`src/rtl/nblsu_lsq_ooo_if.sv`:
```
// Dcache request/response channel between the load/store queue and the data cache.
// master = queue side, slave = dcache side.
interface nblsu_lsq_ooo_if #(
    parameter int unsigned XLEN             = 64,
    parameter int unsigned VIRTUAL_ADDR_LEN = 39,
    parameter int unsigned LSQ_IDX_W        = 3
);
    logic                        req_valid_o;
    logic                        req_ready_i;
    logic                        req_opcode_o;
    logic                        req_sign_o;
    logic [1:0]                  req_size_o;
    logic [VIRTUAL_ADDR_LEN-1:0] req_addr_o;
    logic [XLEN-1:0]             req_data_o;
    logic [LSQ_IDX_W-1:0]        req_lsq_index_o;
    logic                        resp_valid_i;
    logic [LSQ_IDX_W-1:0]        resp_lsq_index_i;
    logic [XLEN-1:0]             resp_data_i;
    logic                        resp_ready_o;

    modport master (
        output req_valid_o, req_opcode_o, req_sign_o, req_size_o, req_addr_o, req_data_o,
               req_lsq_index_o, resp_ready_o,
        input  req_ready_i, resp_valid_i, resp_lsq_index_i, resp_data_i
    );

    modport slave (
        input  req_valid_o, req_opcode_o, req_sign_o, req_size_o, req_addr_o, req_data_o,
               req_lsq_index_o, resp_ready_o,
        output req_ready_i, resp_valid_i, resp_lsq_index_i, resp_data_i
    );
endinterface

```
`src/rtl/nblsu_lsq_ooo.sv`:
```
// Multi-entry load/store queue: in-order issue to dcache, out-of-order responses by queue index,
// in-order retire to ROB/PRF, and a drain phase that swallows stale responses after a flush.
module nblsu_lsq_ooo #(
    parameter int unsigned XLEN                 = 64,
    parameter int unsigned VIRTUAL_ADDR_LEN     = 39,
    parameter int unsigned PHY_REG_ADDR_WIDTH   = 6,
    parameter int unsigned ROB_INDEX_WIDTH      = 4,
    parameter int unsigned EXCEPTION_CODE_WIDTH = 4,
    parameter int unsigned LSQ_DEPTH            = 8,
    localparam int unsigned LSQ_IDX_W           = $clog2(LSQ_DEPTH)
) (
    input  logic                            clk,
    input  logic                            rstn,
    input  logic                            flush,
    input  logic                            valid_i,
    output logic                            lsu_ready_o,
    input  logic [VIRTUAL_ADDR_LEN-1:0]     address_i,
    input  logic [XLEN-1:0]                 rs2_data_i,
    input  logic                            opcode_i,
    input  logic [1:0]                      size_i,
    input  logic                            load_sign_i,
    input  logic [PHY_REG_ADDR_WIDTH-1:0]   rd_addr_i,
    input  logic [ROB_INDEX_WIDTH-1:0]      rob_index_i,
    input  logic                            exception_valid_i,
    input  logic [EXCEPTION_CODE_WIDTH-1:0] ecause_i,
    nblsu_lsq_ooo_if.master                 dc,
    output logic                            ls_done_o,
    output logic [ROB_INDEX_WIDTH-1:0]      rob_index_o,
    output logic                            load_data_valid_o,
    output logic [XLEN-1:0]                 load_data_o,
    output logic [PHY_REG_ADDR_WIDTH-1:0]   rd_addr_o,
    output logic                            exception_valid_o,
    output logic [EXCEPTION_CODE_WIDTH-1:0] ecause_o
);

    typedef enum logic [1:0] {StEmpty, StWaitIssue, StIssued, StDone} state_e;
    typedef logic [LSQ_IDX_W-1:0] idx_t;
    typedef logic [LSQ_IDX_W:0]   cnt_t;

    localparam idx_t IdxOne  = idx_t'(1);
    localparam cnt_t CntFull = cnt_t'(LSQ_DEPTH);

    state_e state_q [LSQ_DEPTH];
    state_e state_d [LSQ_DEPTH];

    logic                            opcode_q [LSQ_DEPTH];
    logic                            sign_q   [LSQ_DEPTH];
    logic [1:0]                      size_q   [LSQ_DEPTH];
    logic [VIRTUAL_ADDR_LEN-1:0]     addr_q   [LSQ_DEPTH];
    logic [XLEN-1:0]                 data_q   [LSQ_DEPTH];
    logic [PHY_REG_ADDR_WIDTH-1:0]   rd_q     [LSQ_DEPTH];
    logic [ROB_INDEX_WIDTH-1:0]      rob_q    [LSQ_DEPTH];
    logic                            exc_q    [LSQ_DEPTH];
    logic [EXCEPTION_CODE_WIDTH-1:0] ecause_q [LSQ_DEPTH];

    idx_t head_q, head_d, issue_q, issue_d, tail_q, tail_d;
    cnt_t count_q, count_d, pend_q, pend_d, outst_q, outst_d;
    logic drain_q, drain_d;

    logic enq, issue_hs, skip, resp_hit, retire;

    assign lsu_ready_o = (count_q != CntFull) && !drain_q;
    assign enq         = valid_i && lsu_ready_o && !flush;

    assign dc.req_valid_o     = (state_q[issue_q] == StWaitIssue) && !drain_q && !flush;
    assign dc.req_lsq_index_o = issue_q;
    assign dc.req_opcode_o    = dc.req_valid_o & opcode_q[issue_q];
    assign dc.req_sign_o      = dc.req_valid_o & sign_q[issue_q];
    assign dc.req_size_o      = dc.req_valid_o ? size_q[issue_q] : '0;
    assign dc.req_addr_o      = dc.req_valid_o ? addr_q[issue_q] : '0;
    assign dc.req_data_o      = dc.req_valid_o ? data_q[issue_q] : '0;
    assign dc.resp_ready_o    = 1'b1;

    assign issue_hs = dc.req_valid_o && dc.req_ready_i;
    // pend_q counts entries between issue_q and tail_q, so a full wrap is not mistaken for empty
    assign skip     = (state_q[issue_q] == StDone) && (pend_q != '0) && !flush && !drain_q;
    assign resp_hit = dc.resp_valid_i && !drain_q && !flush &&
                      (state_q[dc.resp_lsq_index_i] == StIssued);

    assign retire            = (state_q[head_q] == StDone) && !flush && !drain_q;
    assign ls_done_o         = retire;
    assign load_data_valid_o = retire && !opcode_q[head_q] && !exc_q[head_q];
    assign exception_valid_o = retire && exc_q[head_q];
    assign rob_index_o       = retire ? rob_q[head_q] : '0;
    assign load_data_o       = load_data_valid_o ? data_q[head_q] : '0;
    assign rd_addr_o         = load_data_valid_o ? rd_q[head_q] : '0;
    assign ecause_o          = exception_valid_o ? ecause_q[head_q] : '0;

    always_comb begin
        for (int i = 0; i < LSQ_DEPTH; i++) begin
            state_d[i] = state_q[i];
        end
        if (flush) begin
            for (int i = 0; i < LSQ_DEPTH; i++) begin
                state_d[i] = StEmpty;
            end
        end else begin
            if (retire)   state_d[head_q] = StEmpty;
            if (issue_hs) state_d[issue_q] = StIssued;
            if (resp_hit) state_d[dc.resp_lsq_index_i] = StDone;
            if (enq)      state_d[tail_q] = exception_valid_i ? StDone : StWaitIssue;
        end
    end

    always_comb begin
        outst_d = outst_q + cnt_t'(issue_hs);
        if (dc.resp_valid_i && (outst_d != '0)) begin
            outst_d = outst_d - cnt_t'(1);
        end
        drain_d = (flush || drain_q) && (outst_d != '0);
        if (flush) begin
            head_d  = '0;
            issue_d = '0;
            tail_d  = '0;
            count_d = '0;
            pend_d  = '0;
        end else begin
            head_d  = retire ? head_q + IdxOne : head_q;
            issue_d = (issue_hs || skip) ? issue_q + IdxOne : issue_q;
            tail_d  = enq ? tail_q + IdxOne : tail_q;
            count_d = count_q + cnt_t'(enq) - cnt_t'(retire);
            pend_d  = pend_q + cnt_t'(enq) - cnt_t'(issue_hs || skip);
        end
    end

    always_ff @(posedge clk or negedge rstn) begin
        if (!rstn) begin
            for (int i = 0; i < LSQ_DEPTH; i++) begin
                state_q[i] <= StEmpty;
            end
            head_q  <= '0;
            issue_q <= '0;
            tail_q  <= '0;
            count_q <= '0;
            pend_q  <= '0;
            outst_q <= '0;
            drain_q <= 1'b0;
        end else begin
            for (int i = 0; i < LSQ_DEPTH; i++) begin
                state_q[i] <= state_d[i];
            end
            head_q  <= head_d;
            issue_q <= issue_d;
            tail_q  <= tail_d;
            count_q <= count_d;
            pend_q  <= pend_d;
            outst_q <= outst_d;
            drain_q <= drain_d;
        end
    end

    // Payload is only observed through state-qualified paths, so it needs no reset.
    always_ff @(posedge clk) begin
        if (enq) begin
            opcode_q[tail_q] <= opcode_i;
            sign_q[tail_q]   <= load_sign_i;
            size_q[tail_q]   <= size_i;
            addr_q[tail_q]   <= address_i;
            data_q[tail_q]   <= rs2_data_i;
            rd_q[tail_q]     <= rd_addr_i;
            rob_q[tail_q]    <= rob_index_i;
            exc_q[tail_q]    <= exception_valid_i;
            ecause_q[tail_q] <= ecause_i;
        end
        if (resp_hit) begin
            data_q[dc.resp_lsq_index_i] <= dc.resp_data_i;
        end
    end

    resp_to_issued_entry: assert property (@(posedge clk) disable iff (!rstn)
        (dc.resp_valid_i && !drain_q && !flush) |-> (state_q[dc.resp_lsq_index_i] == StIssued));

endmodule

```
`src/flat_wrapper.sv`:
```
// flat-port wrapper written by rule: the top's interface ports become plain ports
module nblsu_lsq_ooo_flat 
#(
    parameter int unsigned XLEN                 = 64,
    parameter int unsigned VIRTUAL_ADDR_LEN     = 39,
    parameter int unsigned PHY_REG_ADDR_WIDTH   = 6,
    parameter int unsigned ROB_INDEX_WIDTH      = 4,
    parameter int unsigned EXCEPTION_CODE_WIDTH = 4,
    parameter int unsigned LSQ_DEPTH            = 8,
    localparam int unsigned LSQ_IDX_W           = $clog2(LSQ_DEPTH)
)
  (clk, rstn, flush, valid_i, lsu_ready_o, address_i, rs2_data_i, opcode_i, size_i, load_sign_i, rd_addr_i, rob_index_i, exception_valid_i, ecause_i, ls_done_o, rob_index_o, load_data_valid_o, load_data_o, rd_addr_o, exception_valid_o, ecause_o, dc_req_valid_o, dc_req_opcode_o, dc_req_sign_o, dc_req_size_o, dc_req_addr_o, dc_req_data_o, dc_req_lsq_index_o, dc_resp_ready_o, dc_req_ready_i, dc_resp_valid_i, dc_resp_lsq_index_i, dc_resp_data_i);
  nblsu_lsq_ooo_if #(.XLEN(XLEN), .VIRTUAL_ADDR_LEN(VIRTUAL_ADDR_LEN), .LSQ_IDX_W(3)) dc_i ();
  input  logic clk;
  input  logic rstn;
  input  logic flush;
  input  logic valid_i;
  output logic lsu_ready_o;
  input  logic [VIRTUAL_ADDR_LEN-1:0] address_i;
  input  logic [XLEN-1:0] rs2_data_i;
  input  logic opcode_i;
  input  logic [1:0] size_i;
  input  logic load_sign_i;
  input  logic [PHY_REG_ADDR_WIDTH-1:0] rd_addr_i;
  input  logic [ROB_INDEX_WIDTH-1:0] rob_index_i;
  input  logic exception_valid_i;
  input  logic [EXCEPTION_CODE_WIDTH-1:0] ecause_i;
  output logic ls_done_o;
  output logic [ROB_INDEX_WIDTH-1:0] rob_index_o;
  output logic load_data_valid_o;
  output logic [XLEN-1:0] load_data_o;
  output logic [PHY_REG_ADDR_WIDTH-1:0] rd_addr_o;
  output logic exception_valid_o;
  output logic [EXCEPTION_CODE_WIDTH-1:0] ecause_o;
  output wire logic [$bits(dc_i.req_valid_o)-1:0] dc_req_valid_o;
  output wire logic [$bits(dc_i.req_opcode_o)-1:0] dc_req_opcode_o;
  output wire logic [$bits(dc_i.req_sign_o)-1:0] dc_req_sign_o;
  output wire logic [$bits(dc_i.req_size_o)-1:0] dc_req_size_o;
  output wire logic [$bits(dc_i.req_addr_o)-1:0] dc_req_addr_o;
  output wire logic [$bits(dc_i.req_data_o)-1:0] dc_req_data_o;
  output wire logic [$bits(dc_i.req_lsq_index_o)-1:0] dc_req_lsq_index_o;
  output wire logic [$bits(dc_i.resp_ready_o)-1:0] dc_resp_ready_o;
  input wire logic [$bits(dc_i.req_ready_i)-1:0] dc_req_ready_i;
  input wire logic [$bits(dc_i.resp_valid_i)-1:0] dc_resp_valid_i;
  input wire logic [$bits(dc_i.resp_lsq_index_i)-1:0] dc_resp_lsq_index_i;
  input wire logic [$bits(dc_i.resp_data_i)-1:0] dc_resp_data_i;
  assign dc_req_valid_o = dc_i.req_valid_o;
  assign dc_req_opcode_o = dc_i.req_opcode_o;
  assign dc_req_sign_o = dc_i.req_sign_o;
  assign dc_req_size_o = dc_i.req_size_o;
  assign dc_req_addr_o = dc_i.req_addr_o;
  assign dc_req_data_o = dc_i.req_data_o;
  assign dc_req_lsq_index_o = dc_i.req_lsq_index_o;
  assign dc_resp_ready_o = dc_i.resp_ready_o;
  assign dc_i.req_ready_i = dc_req_ready_i;
  assign dc_i.resp_valid_i = dc_resp_valid_i;
  assign dc_i.resp_lsq_index_i = dc_resp_lsq_index_i;
  assign dc_i.resp_data_i = dc_resp_data_i;
  nblsu_lsq_ooo #(.XLEN(XLEN), .VIRTUAL_ADDR_LEN(VIRTUAL_ADDR_LEN), .PHY_REG_ADDR_WIDTH(PHY_REG_ADDR_WIDTH), .ROB_INDEX_WIDTH(ROB_INDEX_WIDTH), .EXCEPTION_CODE_WIDTH(EXCEPTION_CODE_WIDTH), .LSQ_DEPTH(LSQ_DEPTH)) u_core (.clk(clk), .rstn(rstn), .flush(flush), .valid_i(valid_i), .lsu_ready_o(lsu_ready_o), .address_i(address_i), .rs2_data_i(rs2_data_i), .opcode_i(opcode_i), .size_i(size_i), .load_sign_i(load_sign_i), .rd_addr_i(rd_addr_i), .rob_index_i(rob_index_i), .exception_valid_i(exception_valid_i), .ecause_i(ecause_i), .dc(dc_i), .ls_done_o(ls_done_o), .rob_index_o(rob_index_o), .load_data_valid_o(load_data_valid_o), .load_data_o(load_data_o), .rd_addr_o(rd_addr_o), .exception_valid_o(exception_valid_o), .ecause_o(ecause_o));
endmodule
```
`config.mk`:
```
export PLATFORM = sky130hd
export DESIGN_NAME = nblsu_lsq_ooo_flat
export DESIGN_NICKNAME = d
export VERILOG_FILES = /design/src/rtl/nblsu_lsq_ooo_if.sv /design/src/rtl/nblsu_lsq_ooo.sv /design/src/flat_wrapper.sv
export SDC_FILE = /design/constraint.sdc
export NUM_CORES = 2
export LEC_CHECK = 0
export ABC_CLOCK_PERIOD_IN_PS = 7550
export CAP_MARGIN = 10
export CELL_PAD_IN_SITES_DETAIL_PLACEMENT = 1
export CELL_PAD_IN_SITES_GLOBAL_PLACEMENT = 2
export CORE_MARGIN = 4
export CORE_UTILIZATION = 38
export CTS_BUF_LIST = sky130_fd_sc_hd__clkbuf_2
export CTS_CLUSTER_DIAMETER = 80
export CTS_CLUSTER_SIZE = 30
export DETAILED_ROUTE_END_ITERATION = 16
export GPL_TIMING_DRIVEN = 0
export PLACE_DENSITY_LB_ADDON = 0.12
export SYNTH_ARGS = -nofsm -noshare
export SYNTH_HDL_FRONTEND = slang
export SYNTH_SLANG_ARGS = --single-unit
```
`constraint.sdc`:
```
create_clock -name clk -period 7.55 [get_ports clk]
set_input_delay 0.755 -clock clk [delete_from_list [all_inputs] [get_ports clk]]
set_output_delay 0.755 -clock clk [all_outputs]
set_load 0.03 [all_outputs]
```
==> metrics.csv <==
stage;metric;value;unit
run_status;status;finished clean;
placement;portBuffers;387;
finish;syn_to_final_growth;22.2;%
worst_hold_path;holdPathStages;2;
clock_network;root_buffer;clkbuf_2;
timing;fin_crit;7.44;ns
synth;synth-seq-cells;1014;
finish;layout_commonest_cell;edfxtp_1;
synth;synth-async-reset-ratio;0.0375;
worst_setup_path;r2r_cells;16;
clock_network;tritoncts;yes;
power_and_ir_drop;cellPowerDensity;171;nW/µm²
routing;via_per_inst;6.37;
placement;routabilityCongestion;0.872;
synth;synthCells;2916;
floorplanning;die_h;364;µm
routing;drc;0;
power_and_ir_drop;p_total;0.0100;W
global_routing;grt-busiest-layer;met2;
synth;yosysTopAreaCell;edfxtp_1;
finish;regArea;30300;µm²
timing;slew_viol_final;0;
global_routing;antenna_found_initial;47;
global_routing;met3_usage;0.0527;
synth;syn_area;48100;µm²
floorplanning;core_area;126000;µm²
timing;rsz0062_at_grt;false;
clock_network;path_clk_slew;0.47;ns
worst_setup_path;crit_path_max_incr_delay;1.05;ns
worst_setup_path;arrival;6.68;ns
routing;first_iter_violations;4610;
clock_network;cts.path.max_buffers;3;
power_and_ir_drop;p_leak;18.7;nW
global_routing;grt_use_met1;0.429;
clock_network;cts_buffers;57;
timing;timing.fmax;134;MHz
floorplanning;die_area;132000;µm²
worst_setup_path;cp-start-kind;register;
worst_setup_path;worstPathRequired;6.80;ns
global_routing;grt_pass1_vias;34800;
worst_setup_path;rrSetupSlack;2.81;ns
synth;yosys_warnings;0;
placement;dp_hpwl;139000;µm
routing;ant_nets;0;
synth;syn-num-nets;3129;
worst_setup_path;crit_top_cell;buf_2;
worst_setup_path;path_cells;buf_2, nor2_1, nand2_1, buf_2, clkbuf_1, o22ai_1, nor4_2, clkdlybuf4s50_1;
synth;ys_seq_area_frac;0.629;
global_routing;grt.overflow.total;0;
routing;first_pass_iters;5;
worst_setup_path;cp.buffers_inverters;4;
worst_setup_path;slowest_stage;clkbuf_1;
global_routing;grt_pass1_wl;285000;µm
synth;synthFlopType;edfxtp_1;
finish;fillers;12200;
finish;drive_above_1_share;0.286;
timing;finalSetupViolCount;0;
finish;final_core_util;0.467;
worst_setup_path;crit_fanout;10;
synth;synth_compound_area_frac;0.0736;
run;maxCapViolations;0;
worst_setup_path;worstSetupPathType;reg -> out;
synth;synth_top_family_by_area;multiplexers;
power_and_ir_drop;ir_drop;0.111;mV
floorplanning;dieWidth;364;µm
global_routing;grt_max_degree;48;
routing;num_vias;34300;
floorplanning;num_io_pins;389;
synth;synth_xor_area_frac;0.00164;
worst_setup_path;crit_cells;8;
clock_network;insertion_delay;1.68;ns
synth;synth-simple-area-share;0.0443;
synth;synth_cell_types;67;
finish;final_cell_mix;976 x edfxtp_1, 469 x mux2_2, 386 x clkdlybuf4s50_1, 266 x o22ai_1, 255 x dlygate4sd3_1;
global_routing;met2_usage;0.499;
worst_hold_path;hold_path_class;in -> reg;
timing;worstMarginPinSlew;1.38;ns
synth;synth_top_area_share;0.609;
timing;slew_headroom;0.0799;
worst_setup_path;end_kind;output pin;
synth;synth_mux_area_frac;0.220;
clock_network;numClockSinks;1014;
synth;synthTopCellsByArea;edfxtp_1 61%, mux2_2 11%, mux4_2 7.6%;
floorplanning;rows;130;
finish;multi_input_area;16700;µm²
timing;hold_viol_final;0;
finish;num-nets-final;3878;
floorplanning;initial_core_util;0.383;
timing;min_period_over_period;0.985;
worst_setup_path;critPathTopFamily;buffers and inverters;
synth;synth-edff-count;976;
clock_network;post_cts_buffers;0;
routing;wl_per_cell;38.9;µm
routing;routed_wl;210000;µm
clock_network;htreeDepth;2;
synth;syn_avg_cell_area;16.5;µm²
global_routing;grt.total_usage;0.310;
timing;fin_skew;0.182;ns
synth;synthAdderAreaFrac;0.00499;
path summary, 6_finish.rpt:
path | from | end
max in group asynchronous | rstn | u_core.state_q[12]$_DFF_PN0_
setup / recovery | u_core.dc.req_lsq_index_o[0]$_DFFE_PN0P_ | dc_req_data_o[56]
hold / removal | dc_resp_data_i[8] | u_core.data_q[2][8]$_DFFE_PP_
setup reg to reg | u_core.drain_q$_DFF_PN0_ | u_core.drain_q$_DFF_PN0_
hold reg to reg | u_core.state_q[7]$_DFF_PN0_ | u_core.state_q[7]$_DFF_PN0_
min in group asynchronous | rstn | u_core.pend_q[3]$_DFF_PN0_
what timing repair did:
item / in CTS / in global routing
setup endpoints to repair: 4 / 0
gates resized for setup: 4 / 0
hold buffers: 255 / 0
endpoints found under the hold margin: 1019 / 0
per-stage QoR:
step,instance area (µm²),cells,TNS [ns],hold WS [ns],worst slack (ns)
floorplan,48100,2916,0,0.459,0.0221
global placement,54000,4953,-2348.12,0.591,-9.30
detailed placement,55100,5000,0,0.592,1.58
CTS,58700,5361,0,0.00429,0.0817
global route,58700,5372,0,0.0220,0.0384
finish,58800,5388,0,0.114,0.114
metal layers:
metal,wire [µm],vias to the layer above
met4,7650,24
met2,98600,1990
met5,188,-
met3,18100,334
met1,85200,18300
li1,-,13600
cell usage after synthesis, types with 3 or more instances:
cell and number:
mux2i_1 87, nand2_1 38, or3_1 3, nor2b_1 12
buf_6 19, a32oi_1 3, o22ai_1 266, and2_1 3
o21ai_0 9, nand3_1 17, xnor2_1 7, a21o_1 6
a41o_1 6, nor2_1 131, o221ai_1 81, nand4_1 3
and3_1 4, a31oi_1 4, o2111ai_1 3, nor3b_1 5
inv_1 29, buf_1 7, nor4_1 48, a21oi_1 6
or4_1 31, clkbuf_1 85, buf_4 9, nor3_1 8
nor4_2 35, nand2b_1 7, buf_2 108, dfrtp_1 38
o22a_1 81, edfxtp_1 976, a211oi_1 4, mux4_2 162
mux2_4 51, ha_1 16, a221oi_1 4, mux2_2 469
nor4b_1 4
layout make-up:
cell class	instances	share of cell area
sequential	1014	0.515
multi-input combinational	1645	0.284
timing repair buffer	690	0.126
tap	1650	0.0351
buffer	228	0.0206
clock inverter	44	0.0118
clock buffer	62	0.00528
inverter	29	0.00202
antenna	26	0.00111
worst register-to-register path: stages, from the launching register on:
cell and delay [ns]:
dfrtp_1 0.54, or2_1 0.25, clkbuf_1 0.27, a21o_1 0.31, nor3_4 0.37, nand2_4 0.37
buf_6 0.32, buf_2 0.28, nor2_1 0.28, ha_1 0.25, ha_1 0.26, inv_1 0.07
ha_1 0.18, nand2_1 0.07, o21ai_0 0.46, mux2i_1 0.16, o31a_1 0.26
registers in the layout, indices dropped and copies added (netlist names):
| name | cells |
|---|---|
| u_core.addr_q | 312 |
| u_core.count_q | 4 |
| u_core.data_q | 512 |
| u_core.dc.req_lsq_index_o | 3 |
| u_core.drain_q | 1 |
| u_core.ecause_q | 32 |
| u_core.exc_q | 8 |
| u_core.head_q | 3 |
| u_core.opcode_q | 8 |
| u_core.outst_q | 4 |
| u_core.pend_q | 4 |
| u_core.rd_q | 48 |
| u_core.rob_q | 32 |
| u_core.sign_q | 8 |
| u_core.size_q | 16 |
| u_core.state_q | 16 |
| u_core.tail_q | 3 |
kinds of logic (layout without fill, tap and decap cells):
logic type                 Yosys count  in the layout
adders and majority gates           18             18
and+or+nand+nor                    363            363
xor gates and xnor gates             9              9
buffers and inverters              257           1053
AOI/OAI and AO/OA                  485            485
other                                1             27
DFF                               1014           1014
muxes                              769            769
where the power goes:
| part | leakage (nW) | switching (W) | total (W) | internal (W) |
|---|---|---|---|---|
| Sequential | 9.30 | 0.0000450 | 0.00632 | 0.00628 |
| Combinational | 8.81 | 0.000573 | 0.00107 | 0.000497 |
| Clock | 0.569 | 0.00213 | 0.00265 | 0.000516 |
No activity file was read; power rests on OpenSTA's default activity.
